--- src/rtl/vector_feeder_if.sv ---
// Handshake and datapath bundle between an element source, the vector_feeder
// front-end, the external dot-product unit and the result consumer.
interface vector_feeder_if #(
  parameter int BITS_NUM = 4,
  parameter int ELEM_NUM = 4,
  parameter int RES_W    = 10
);
  // Both handshakes: a transfer completes on a rising clk edge where valid and
  // ready are both high; valid and its payload must hold until that edge.
  logic                         in_valid;
  logic                         in_ready;
  logic [BITS_NUM-1:0]          in_a;
  logic [BITS_NUM-1:0]          in_b;
  logic                         in_last;
  logic [ELEM_NUM*BITS_NUM-1:0] vec_a;
  logic [ELEM_NUM*BITS_NUM-1:0] vec_b;
  logic                         vec_valid;
  logic [RES_W-1:0]             dot_res;
  logic                         out_valid;
  logic                         out_ready;
  logic [RES_W-1:0]             out_data;

  modport slave (
    input  in_valid, in_a, in_b, in_last, dot_res, out_ready,
    output in_ready, vec_a, vec_b, vec_valid, out_valid, out_data
  );

  modport master (
    output in_valid, in_a, in_b, in_last, dot_res, out_ready,
    input  in_ready, vec_a, vec_b, vec_valid, out_valid, out_data
  );
endinterface

--- src/rtl/vector_feeder.sv ---
// Serial-to-parallel front-end for a 4-element dot-product unit: LOAD -> EVAL -> HOLD.
// Optional zero-padded short vectors via in_last when VEC_PAD_EN is defined.
module vector_feeder #(
  parameter int BITS_NUM = 4,
  parameter int ELEM_NUM = 4,
  parameter int RES_W    = 10
) (
  input  logic                 clk,
  input  logic                 rst,
  vector_feeder_if.slave       bus,
  output logic [1:0]           state_o
);

  localparam int IDX_W = (ELEM_NUM > 1) ? $clog2(ELEM_NUM) : 1;

  typedef enum logic [1:0] {
    S_LOAD = 2'd0,
    S_EVAL = 2'd1,
    S_HOLD = 2'd2
  } state_t;

  state_t                       state_q;
  logic [IDX_W-1:0]             idx_q;
  logic [ELEM_NUM*BITS_NUM-1:0] vec_a_q;
  logic [ELEM_NUM*BITS_NUM-1:0] vec_b_q;
  logic [RES_W-1:0]             out_data_q;
  logic                         in_ready_q;
  logic                         vec_valid_q;
  logic                         out_valid_q;
  logic                         accept;
  logic                         final_elem;

  assign accept = bus.in_valid && in_ready_q && (state_q == S_LOAD);

`ifdef VEC_PAD_EN
  // A short vector ends early; untouched slots are still zero from the last clear.
  assign final_elem = (idx_q == IDX_W'(ELEM_NUM - 1)) || bus.in_last;
`else
  logic unused_in_last;
  assign unused_in_last = bus.in_last;
  assign final_elem     = (idx_q == IDX_W'(ELEM_NUM - 1));
`endif

  always_ff @(posedge clk) begin
    if (rst) begin
      state_q     <= S_LOAD;
      idx_q       <= '0;
      vec_a_q     <= '0;
      vec_b_q     <= '0;
      out_data_q  <= '0;
      in_ready_q  <= 1'b1;
      vec_valid_q <= 1'b0;
      out_valid_q <= 1'b0;
    end else begin
      case (state_q)
        S_LOAD: begin
          if (accept) begin
            for (int i = 0; i < ELEM_NUM; i++) begin
              if (idx_q == IDX_W'(i)) begin
                vec_a_q[i*BITS_NUM +: BITS_NUM] <= bus.in_a;
                vec_b_q[i*BITS_NUM +: BITS_NUM] <= bus.in_b;
              end
            end
            if (final_elem) begin
              idx_q       <= '0;
              state_q     <= S_EVAL;
              in_ready_q  <= 1'b0;
              vec_valid_q <= 1'b1;
            end else begin
              idx_q <= idx_q + 1'b1;
            end
          end
        end
        S_EVAL: begin
          out_data_q  <= bus.dot_res;
          vec_valid_q <= 1'b0;
          out_valid_q <= 1'b1;
          state_q     <= S_HOLD;
        end
        S_HOLD: begin
          if (bus.out_ready) begin
            out_valid_q <= 1'b0;
            in_ready_q  <= 1'b1;
            vec_a_q     <= '0;
            vec_b_q     <= '0;
            state_q     <= S_LOAD;
          end
        end
        default: begin
          state_q     <= S_LOAD;
          idx_q       <= '0;
          in_ready_q  <= 1'b1;
          vec_valid_q <= 1'b0;
          out_valid_q <= 1'b0;
        end
      endcase
    end
  end

  assign bus.in_ready  = in_ready_q;
  assign bus.vec_a     = vec_a_q;
  assign bus.vec_b     = vec_b_q;
  assign bus.vec_valid = vec_valid_q;
  assign bus.out_valid = out_valid_q;
  assign bus.out_data  = out_data_q;
  assign state_o       = state_q;

endmodule

--- src/flat_wrapper.sv ---
// flat-port wrapper written by rule: the top's interface ports become plain ports
module vector_feeder_flat 
#(
  parameter int BITS_NUM = 4,
  parameter int ELEM_NUM = 4,
  parameter int RES_W    = 10
)
  (clk, rst, state_o, bus_in_valid, bus_in_a, bus_in_b, bus_in_last, bus_dot_res, bus_out_ready, bus_in_ready, bus_vec_a, bus_vec_b, bus_vec_valid, bus_out_valid, bus_out_data);
  vector_feeder_if #(.BITS_NUM(BITS_NUM), .ELEM_NUM(ELEM_NUM), .RES_W(RES_W)) bus_i ();
  input  logic clk;
  input  logic rst;
  output logic [1:0] state_o;
  input wire logic [$bits(bus_i.in_valid)-1:0] bus_in_valid;
  input wire logic [$bits(bus_i.in_a)-1:0] bus_in_a;
  input wire logic [$bits(bus_i.in_b)-1:0] bus_in_b;
  input wire logic [$bits(bus_i.in_last)-1:0] bus_in_last;
  input wire logic [$bits(bus_i.dot_res)-1:0] bus_dot_res;
  input wire logic [$bits(bus_i.out_ready)-1:0] bus_out_ready;
  output wire logic [$bits(bus_i.in_ready)-1:0] bus_in_ready;
  output wire logic [$bits(bus_i.vec_a)-1:0] bus_vec_a;
  output wire logic [$bits(bus_i.vec_b)-1:0] bus_vec_b;
  output wire logic [$bits(bus_i.vec_valid)-1:0] bus_vec_valid;
  output wire logic [$bits(bus_i.out_valid)-1:0] bus_out_valid;
  output wire logic [$bits(bus_i.out_data)-1:0] bus_out_data;
  assign bus_i.in_valid = bus_in_valid;
  assign bus_i.in_a = bus_in_a;
  assign bus_i.in_b = bus_in_b;
  assign bus_i.in_last = bus_in_last;
  assign bus_i.dot_res = bus_dot_res;
  assign bus_i.out_ready = bus_out_ready;
  assign bus_in_ready = bus_i.in_ready;
  assign bus_vec_a = bus_i.vec_a;
  assign bus_vec_b = bus_i.vec_b;
  assign bus_vec_valid = bus_i.vec_valid;
  assign bus_out_valid = bus_i.out_valid;
  assign bus_out_data = bus_i.out_data;
  vector_feeder #(.BITS_NUM(BITS_NUM), .ELEM_NUM(ELEM_NUM), .RES_W(RES_W)) u_core (.clk(clk), .rst(rst), .bus(bus_i), .state_o(state_o));
endmodule
--- config.mk ---
export PLATFORM = sky130hd
export DESIGN_NAME = vector_feeder_flat
export DESIGN_NICKNAME = d
export VERILOG_FILES = /design/src/rtl/vector_feeder_if.sv /design/src/rtl/vector_feeder.sv /design/src/flat_wrapper.sv
export SDC_FILE = /design/constraint.sdc
export NUM_CORES = 1
export LEC_CHECK = 0
export CAP_MARGIN = 5
export CORE_ASPECT_RATIO = 2
export CORE_MARGIN = 2
export CORE_UTILIZATION = 55
export CTS_CLUSTER_DIAMETER = 30
export DETAILED_ROUTE_END_ITERATION = 10
export DONT_BUFFER_PORTS = 1
export PLACE_DENSITY = 0.71
export SETUP_SLACK_MARGIN = 0.5
export SLEW_MARGIN = 20
export SYNTH_ARGS = -nofsm -noshare
export SYNTH_HDL_FRONTEND = slang
export SYNTH_SLANG_ARGS = --single-unit
--- constraint.sdc ---
create_clock -name clk -period 2.2 [get_ports clk]
set_clock_uncertainty 0.1 [all_clocks]
set_input_delay 0.44 -clock clk [delete_from_list [all_inputs] [get_ports clk]]
set_output_delay 0.44 -clock clk [all_outputs]
set_load 0.02 [all_outputs]
==> metrics.txt <==
wire length of the first global-routing pass approximately 6.2 mm; peak supply drop 0.591 mV; share of layout cells above drive strength 1 ~18%; Area growth, synth to finish 9.27%; GRT Resource Usage Total between 20% and 30%; fin util 62.4%; fmax ~0.6 GHz; RSZ-0062 raised after global routing true; syn_nets 204; Rel. slew slack between 70 and 80%; total congestion overflow 0; Worst Path Arrival between 1500 and 2000 ps; routed via count 1349; post-route setup TNS 0 ps; crit path launch type register; Worst Tran Pin Value 391 ps; HPWL after DPL 3.14 mm; Yosys reg bits 49; # setup viols final 0; Port Buf Inserts 0; Pwr per Cell Area 770 nW/um^2; Comb pwr share 7.1%; Root Driver clkbuf_8; cell-internal power ~1.2 mW; area of the multi-input gates 932 sq um; H-tree levels 2; Lkg Pwr 0.746 nW; net load switching power 0.431 mW; # fillers 284; Starting Density 57.1%; CP endpoint kind register; Final Cycle Share 77.5%; Final Hold Viols 0; commonest non-fill, non-tap cell in the layout dfxtp_1; register area 988 sq um; Die W 45.9 um; clock tree buffer depth 2; outcome finished clean; Slew Limit Fails 0; number of remaining DRC errors 0; Hold-fix buffers, CTS 0; Crit Path Class register to register; CTS clk-pin slew, worst paths 100 ps; Netlist Area Pre-Place about 1900 sq um; Max-Cap Viols 0; TritonRoute pass-1 iters 3; final net count 206; initial antenna violation count 0; worst-skew pair later-pin latency 300 ps; vias in the first global route 1343; count of cell types in the netlist 29; HP Class input port to register; commonest cells after routing, fill and taps aside dfxtp_1 (47), o2bb2ai_1 (29), nand2_1 (13); Clock Sinks 49; die area 4030 sq um; Final min period 1700 ps; IO Count 70; Die H 87.8 um; num rows 30; largest net degree at the start of global routing 27; Switching Share 26.5%; Avg WL per Cell 19.6 um; Seq pwr share 59.5%; syn_area_per_cell 11.2 sq um; cells after synthesis 173; Worst Path Max Fanout 5; gpl congestion 0.767; # diodes 0; clock power share 33.4%; DRT Wirelength 4.08 mm; Vias per Instance ~6.5; area of the core 3380 sq um; TritonCTS clock tree yes; Routed Antenna Nets 0; Starting DRT DRC Count 27; sequential element share of the synthesized area a little over 50%; YS warnings 0; Required @ worst endpoint 2330 ps; total CTS buffers 5
==> power by group through the flow <==
stage / clock (mW) / combinational (mW) / sequential [mW]
2_1_floorplan: 0 / 0.0947 / 0.982
3_3_place_gp: 0 / 0.102 / 0.987
3_5_place_dp: 0 / 0.107 / 0.989
4_1_cts: 0.554 / 0.112 / 0.967
5_1_grt: 0.595 / 0.126 / 0.971
6_report: 0.543 / 0.115 / 0.967
==> cells by family (layout without fill, tap and decap cells) <==
family | Yosys count | after routing | synth area share (%)
flops | 49 | 49 | 50.8
compound gates | 46 | 46 | 22.2
fa+ha+maj | 8 | 8 | 5.18
simple gates | 43 | 43 | 11.3
buf+inv | 15 | 18 | 3.95
mux | 12 | 12 | 6.48
==> registers in the layout, indices dropped and copies added (netlist names) <==
name,count
u_core.state_o,2
u_core.bus.out_valid,1
u_core.idx_q,2
u_core.bus.out_data,10
u_core.bus.vec_valid,1
u_core.bus.vec_b,16
u_core.bus.vec_a,16
u_core.bus.in_ready,1
==> critical path, cell delays in order, from the launching register on <==
cell	delay (ps)
dfxtp_4	430
inv_4	70
ha_4	240
nand3b_1	180
or4_4	450
a31oi_4	170
==> metrics by stage <==
stage	std cells	hold slack, ps	power, mW	worst slack, ps	area (sq um)
3_5_place_dp	198	415	1.10	330	1930
3_3_place_gp	198	410	1.09	403	1930
6_report	208	93.8	1.62	496	2110
5_1_grt	208	73.2	1.69	455	2110
2_1_floorplan	173	419	1.08	508	1930
4_1_cts	206	88.5	1.63	504	2080
==> Yosys cell counts, drive strengths merged <==
library cell   n  share of area [%]
nand3b         2               0.78
nand2b         4                1.3
o21ai          2               0.52
o2bb2ai       32                 15
a21oi          4                1.0
mux2i         11                5.7
a211oi         1               0.39
o22ai          4                4.1
or4            1               0.58
buf            8                2.5
and3b          1               0.45
mux2           1               0.78
ha             8                5.2
nor3           1               0.26
nand2         13                2.5
dfxtp         49                 51
nor2b          2               0.65
inv            7                1.5
o32ai          1               0.45
or2b           1               0.58
nand3          3               0.78
a221o          1               0.52
and3           4                1.3
a31oi          1               0.65
nor2          11                2.1
==> final timing paths <==
check	end	start	slack, ps	depth (start not counted)
setup / recovery	u_core.idx_q[0]$_SDFFE_PP0P_	u_core.state_o[0]$_SDFFE_PP0P_	500	5
hold / removal	u_core.bus.out_data[1]$_SDFFE_PP0N_	rst	90	1
setup reg to reg	u_core.idx_q[0]$_SDFFE_PP0P_	u_core.state_o[0]$_SDFFE_PP0P_	500	5
hold reg to reg	u_core.state_o[1]$_SDFFE_PP0P_	u_core.state_o[1]$_SDFFE_PP0P_	460	2
==> layer usage <==
metal | track usage (%) | part of all wire [%]
met4 | 11.2 | 2.9
met1 | 19.6 | 33
met2 | 39.6 | 59
met5 | 0 | 0
met3 | 5.15 | 5.1
==> final cells by class <==
cell class | instances | area share, %
inverters | 7 | 1.48
clock inverters | 3 | 1.25
repair buffers | 3 | 1.07
multi-input cells | 109 | 44.2
clock buffers | 5 | 3.26
flip-flops and latches | 49 | 46.9
well taps | 32 | 1.90
==> what timing repair did <==
| item | CTS | global route |
|---|---|---|
| pin swaps | 1 | 3 |
| buffers inserted | 0 | 2 |
| hold endpoints to repair | 0 | 0 |
| endpoints found under the setup margin | 33 | 18 |
| gates resized for setup | 13 | 3 |
Power figures use the tool's default switching activity.
